## src/rtl/fu_mul_pkg.sv

```systemverilog
// fu_mul_pkg: shared op and state encodings for the iterative multiplier
package fu_mul_pkg;
  typedef enum logic [1:0] {
    MUL_LO  = 2'b00,
    MUL_H   = 2'b01,
    MUL_HSU = 2'b10,
    MUL_HU  = 2'b11
  } mul_op_t;
  typedef enum logic [1:0] {IDLE, RUN, FIX} mul_state_t;
endpackage

```

## src/rtl/fu_mul_iter_if.sv

```systemverilog
// fu_mul_iter_if: issue-side request/result bundle of the iterative multiplier
interface fu_mul_iter_if #(parameter int WIDTH = 32);
  import fu_mul_pkg::*;
  logic             EN;
  mul_op_t          op;
  logic [WIDTH-1:0] A;
  logic [WIDTH-1:0] B;
  logic [WIDTH-1:0] res;
  logic             finish;
  logic             busy;
  modport master (output EN, op, A, B, input res, finish, busy);
  modport slave  (input EN, op, A, B, output res, finish, busy);
endinterface

```

## src/rtl/mul_step.sv

```systemverilog
// mul_step: one shift-and-add digit, acc_hi + mcand * digit, as STEP partial products
module mul_step #(
  parameter int WIDTH = 32,
  parameter int STEP  = 1
) (
  input  logic [WIDTH-1:0]      acc_hi,
  input  logic [WIDTH-1:0]      mcand,
  input  logic [STEP-1:0]       digit,
  output logic [WIDTH+STEP-1:0] sum
);
  always_comb begin
    sum = {{STEP{1'b0}}, acc_hi};
    for (int i = 0; i < STEP; i++)
      sum = sum + (digit[i] ? ({{STEP{1'b0}}, mcand} << i) : '0);
  end
endmodule

```

## src/rtl/fu_mul_iter.sv

```systemverilog
// fu_mul_iter: iterative signed/unsigned multiplier retiring STEP multiplier bits per cycle
module fu_mul_iter
  import fu_mul_pkg::*;
#(
  parameter int WIDTH = 32,
  parameter int STEP  = 1
) (
  input logic         clk,
  input logic         rst_n,
  fu_mul_iter_if.slave bus
);
  localparam int N  = WIDTH / STEP;
  localparam int CW = $clog2(N) + 1;
  mul_state_t          state;
  mul_op_t             op_q;
  logic                neg;
  logic [WIDTH-1:0]    mcand;
  logic [WIDTH-1:0]    mplier;
  logic [2*WIDTH-1:0]  acc;
  logic [CW-1:0]       count;
  logic [WIDTH+STEP-1:0] sum;
  logic [2*WIDTH-1:0]  prod;
  logic                sa;
  logic                sb;
  // operands are reduced to magnitudes up front so the datapath is purely unsigned
  assign sa   = (bus.op == MUL_H || bus.op == MUL_HSU) && bus.A[WIDTH-1];
  assign sb   = bus.op == MUL_H && bus.B[WIDTH-1];
  assign prod = neg ? -acc : acc;
  mul_step #(.WIDTH(WIDTH), .STEP(STEP)) u_step (
    .acc_hi(acc[2*WIDTH-1:WIDTH]),
    .mcand (mcand),
    .digit (mplier[STEP-1:0]),
    .sum   (sum)
  );
  always_ff @(posedge clk or negedge rst_n)
    if (!rst_n) begin
      state      <= IDLE;
      op_q       <= MUL_LO;
      neg        <= 1'b0;
      mcand      <= '0;
      mplier     <= '0;
      acc        <= '0;
      count      <= '0;
      bus.res    <= '0;
      bus.finish <= 1'b0;
      bus.busy   <= 1'b0;
    end else
      case (state)
        IDLE: begin
          bus.finish <= 1'b0;
          if (bus.EN) begin
            op_q     <= bus.op;
            neg      <= sa ^ sb;
            mcand    <= sa ? -bus.A : bus.A;
            mplier   <= sb ? -bus.B : bus.B;
            acc      <= '0;
            count    <= CW'(N - 1);
            bus.busy <= 1'b1;
            state    <= RUN;
          end
        end
        RUN: begin
          acc    <= {sum, acc[WIDTH-1:STEP]};
          mplier <= mplier >> STEP;
          count  <= count - 1'b1;
          if (count == '0) state <= FIX;
        end
        FIX: begin
          bus.res    <= op_q == MUL_LO ? prod[WIDTH-1:0] : prod[2*WIDTH-1:WIDTH];
          bus.finish <= 1'b1;
          bus.busy   <= 1'b0;
          state      <= IDLE;
        end
        default: state <= IDLE;
      endcase
endmodule

```

## src/flat_wrapper.sv

```systemverilog
// flat-port wrapper written by rule: the top's interface ports become plain ports
module fu_mul_iter_flat import fu_mul_pkg::*;
#(
  parameter int WIDTH = 32,
  parameter int STEP  = 1
)
  (clk, rst_n, bus_EN, bus_op, bus_A, bus_B, bus_res, bus_finish, bus_busy);
  fu_mul_iter_if #(.WIDTH(WIDTH)) bus_i ();
  input logic clk;
  input logic rst_n;
  input wire logic [$bits(bus_i.EN)-1:0] bus_EN;
  input wire logic [$bits(bus_i.op)-1:0] bus_op;
  input wire logic [$bits(bus_i.A)-1:0] bus_A;
  input wire logic [$bits(bus_i.B)-1:0] bus_B;
  output wire logic [$bits(bus_i.res)-1:0] bus_res;
  output wire logic [$bits(bus_i.finish)-1:0] bus_finish;
  output wire logic [$bits(bus_i.busy)-1:0] bus_busy;
  assign bus_i.EN = bus_EN;
  assign bus_i.op = bus_op;
  assign bus_i.A = bus_A;
  assign bus_i.B = bus_B;
  assign bus_res = bus_i.res;
  assign bus_finish = bus_i.finish;
  assign bus_busy = bus_i.busy;
  fu_mul_iter #(.WIDTH(WIDTH), .STEP(STEP)) u_core (.clk(clk), .rst_n(rst_n), .bus(bus_i));
endmodule
```

## config.mk

```make
export PLATFORM = sky130hd
export DESIGN_NAME = fu_mul_iter_flat
export DESIGN_NICKNAME = d
export VERILOG_FILES = /design/src/rtl/fu_mul_pkg.sv /design/src/rtl/fu_mul_iter_if.sv /design/src/rtl/mul_step.sv /design/src/rtl/fu_mul_iter.sv /design/src/flat_wrapper.sv
export SDC_FILE = /design/constraint.sdc
export NUM_CORES = 1
export LEC_CHECK = 0
export ABC_AREA = 1
export CORE_MARGIN = 2
export CORE_UTILIZATION = 65
export DETAILED_ROUTE_END_ITERATION = 10
export PLACE_DENSITY_LB_ADDON = 0.1
export SYNTH_ARGS = -nofsm -noshare
export SYNTH_HDL_FRONTEND = slang
export SYNTH_SLANG_ARGS = --single-unit
```

## constraint.sdc

```tcl
create_clock -name clk -period 6.86 [get_ports clk]
set_clock_uncertainty 0.15 [all_clocks]
set_input_delay 2.058 -clock clk [delete_from_list [all_inputs] [get_ports clk]]
set_output_delay 2.058 -clock clk [all_outputs]
set_load 0.005 [all_outputs]
```

==> flow_summary.ini <==
[yosys]
avgSynthCellArea_um2 = 6.51
ys_seq_area_frac = 0.327
ys_seq_elements = 173
synth_edf_count = 0
ys_types = 50
synth_area_leaders = dfrtp_1 (33%), nand2_1 (16%), nand3_1 (6.9%)
syn_nets = 2140
synth_area_um2 = 13200
synthFlopType = dfrtp_1
synthDominantCellAreaShare = 0.327
synthCells = 2032
async_flop_share = 1.00
yosys_warnings = 0
yosysTopAreaCell = dfrtp_1

[worst_setup_path]
timing.rr.start = u_core.mplier[0]
startpoint_type = input port
crit_arrival_ns = 4.31
crit_type = input port to flip-flop
crit_path_end_kind = flip-flop
worstPathMaxFanout = 28
required_ns = 7.02
startpoint = bus_op[1]
r2r_slack_ns = 3.89
worstRegToRegCells = 16
rr_endpoint = u_core.acc[45]

[outcome]
status = finished, final reports clean

[hold_path]
min_to = u_core.bus.res[0]
hp-start = u_core.bus.res[0]
hold_depth = 2
hp-class = flip-flop to flip-flop

[final_layout]
drive_gt1_frac = 0.0658
n_antenna_cell = 0
fin_nets = 2207
fillCellCount = 1687
syn2layout_area_growth_pct = 13.8

[power]
cellPowerDensity_nw_per_um2 = 149
ir_drop_mv = 0.129
leakagePower_nw = 7.80

[sta]
fin_hold_ws_ns = 0.333
post-route-period-util = 0.605
rsz0062_at_grt = no
setup_viol = 0
fin_crit_ns = 4.15
setup_tns_ns = 0
fmax_mhz = 241
finalMaxSlewViolations = 0
worst_pin_slew_ns = 1.08
maxSlewHeadroom = 0.279
finalHoldViolations = 0

[global_routing]
grt_busiest_layer = met2
use_met1 = 0.467
use_met3 = 0.0587
antenna_found_initial = 0
grt_pass1_wl_mm = 66.6
grt_max_degree = 95
grt_pass1_vias = 13618
track_usage = 0.385
grt.met2_usage = 0.651
grt_overflow_total = 0

[floorplan]
dieHeight_um = 147
initial_utilization = 0.658
die_x_um = 147
rows = 52
coreArea_um2 = 20100
dieArea_um2 = 21500
io_pins = 103

[placement]
gp_congestion = 0.984
portBuffers = 102
hpwl_mm = 30.5

[clock_tree]
cts_resized = 0
clk_pin_slew_ns = 0.08
cts_tree = yes
cts_root_buffer = clkbuf_16
clk_path_buf_depth = 2
hold_buffers = 0
cts_made_buffers = 17
htree_levels = 4
postCtsSetupRepairBufs = 0
clkSinkCount = 173
insertion_delay_ns = 0.45

[route]
routed-via-count = 14079
firstDrtPassIters = 9
drc_errors = 0
detail_route.vias_per_cell = 5.91
wl_mm = 40.9
drt-initial-drc-count = 1270
avgRoutedWirePerCell_um = 17.2
ant_nets = 0

[job]
max-cap-violations = 0
[synthesized netlist by cell type (21+ instances only)]
| cell | number |
|---|---|
| o21ai_1 | 21 |
| nor2_2 | 24 |
| o21ai_0 | 124 |
| nor2_1 | 237 |
| dfrtp_1 | 173 |
| inv_1 | 240 |
| buf_2 | 25 |
| a22oi_1 | 30 |
| nand2_1 | 565 |
| nand4_1 | 28 |
| nand3_1 | 183 |
| a21oi_1 | 104 |
| clkbuf_1 | 31 |
| o22ai_1 | 38 |
| xor2_1 | 31 |
| ha_1 | 38 |
[cell usage in the layout (no fill, tap or decap), types with 4 or more instances in the layout]
cell type	instances
a21oi_1	104
a22oi_1	30
a31oi_1	9
buf_4	8
clkbuf_16	17
clkdlybuf4s50_1	101
clkinv_8	4
dfrtp_1	172
ha_1	38
inv_1	239
inv_2	16
inv_8	4
nand2_1	565
nand2_2	18
nand3_1	182
nand3_2	11
nand3b_1	11
nand4_1	28
nor2_1	235
nor2_2	24
nor2_4	12
nor3_1	17
o21ai_0	124
o21ai_1	21
o21ai_4	4
o22ai_1	38
xor2_1	31
[power by group]
part | switching, mW | leakage (nW) | internal [mW]
Sequential | 0 | 2.32 | 1.02
Clock | 0.498 | 0.314 | 0.567
Combinational | 0.0942 | 5.17 | 0.0652
[metrics by stage]
step | std cells | util | setup WS [ns] | area, µm² | power [mW]
global route | 2382 | 0.749 | 2.51 | 15100 | 2.30
CTS | 2382 | 0.749 | 2.73 | 15100 | 2.25
detailed placement | 2350 | 0.717 | 2.25 | 14400 | 1.20
finish | 2382 | 0.749 | 2.71 | 15100 | 2.24
global placement | 2350 | 0.717 | 2.35 | 14400 | 1.19
floorplan | 2032 | - | 3.32 | 13200 | 1.11
[routing by layer]
layer | wire length (µm) | vias to the layer above
li1 | - | 6771
met1 | 15900 | 6438
met2 | 19500 | 696
met3 | 2990 | 174
met4 | 2520 | 0
met5 | 0 | -
[final cells by class]
type | count | area (µm²) | share of cell area
clock buffer | 17 | 425 | 0.0282
tap | 270 | 338 | 0.0224
clock inverter | 15 | 221 | 0.0147
sequential | 173 | 4330 | 0.287
inverter | 257 | 965 | 0.0640
timing repair buffer | 111 | 1100 | 0.0732
multi-input combinational | 1539 | 7680 | 0.510
[how the worst max path moves through the flow]
stage	end	slack, ns	cells past startpoint
after floorplan	u_core.mcand[12]	3.32	8
after global placement	u_core.mcand[12]	2.35	8
after detailed placement	u_core.mcand[11]	2.25	8
after CTS	u_core.mcand[11]	2.73	8
after global routing	u_core.mcand[11]	2.51	8
final	u_core.mcand[11]	2.71	8
[worst max-delay path, cell delays in order]
cell	delay, ns
clkdlybuf4s50_1	0.45
inv_1	0.05
ha_1	0.31
nor2_4	0.51
inv_1	0.36
o21ai_0	0.32
or2_0	0.16
a31oi_1	0.08
[kinds of logic after synthesis]
logic type,share of synthesized area
simple gates,0.371
compound gates,0.148
buf+inv,0.0940
flops,0.327
fa+ha+maj,0.0374
xor+xnor,0.0225
[sequential cells by signal (all words and copies together) (netlist names)]
signal and cells:
u_core.acc 64, u_core.bus.res 32, u_core.mcand 32, u_core.mplier 32
u_core.count 6, u_core.op_q 2, u_core.state 2, u_core.bus.busy 1
u_core.bus.finish 1, u_core.neg 1
(Power assumes the default switching activity.)
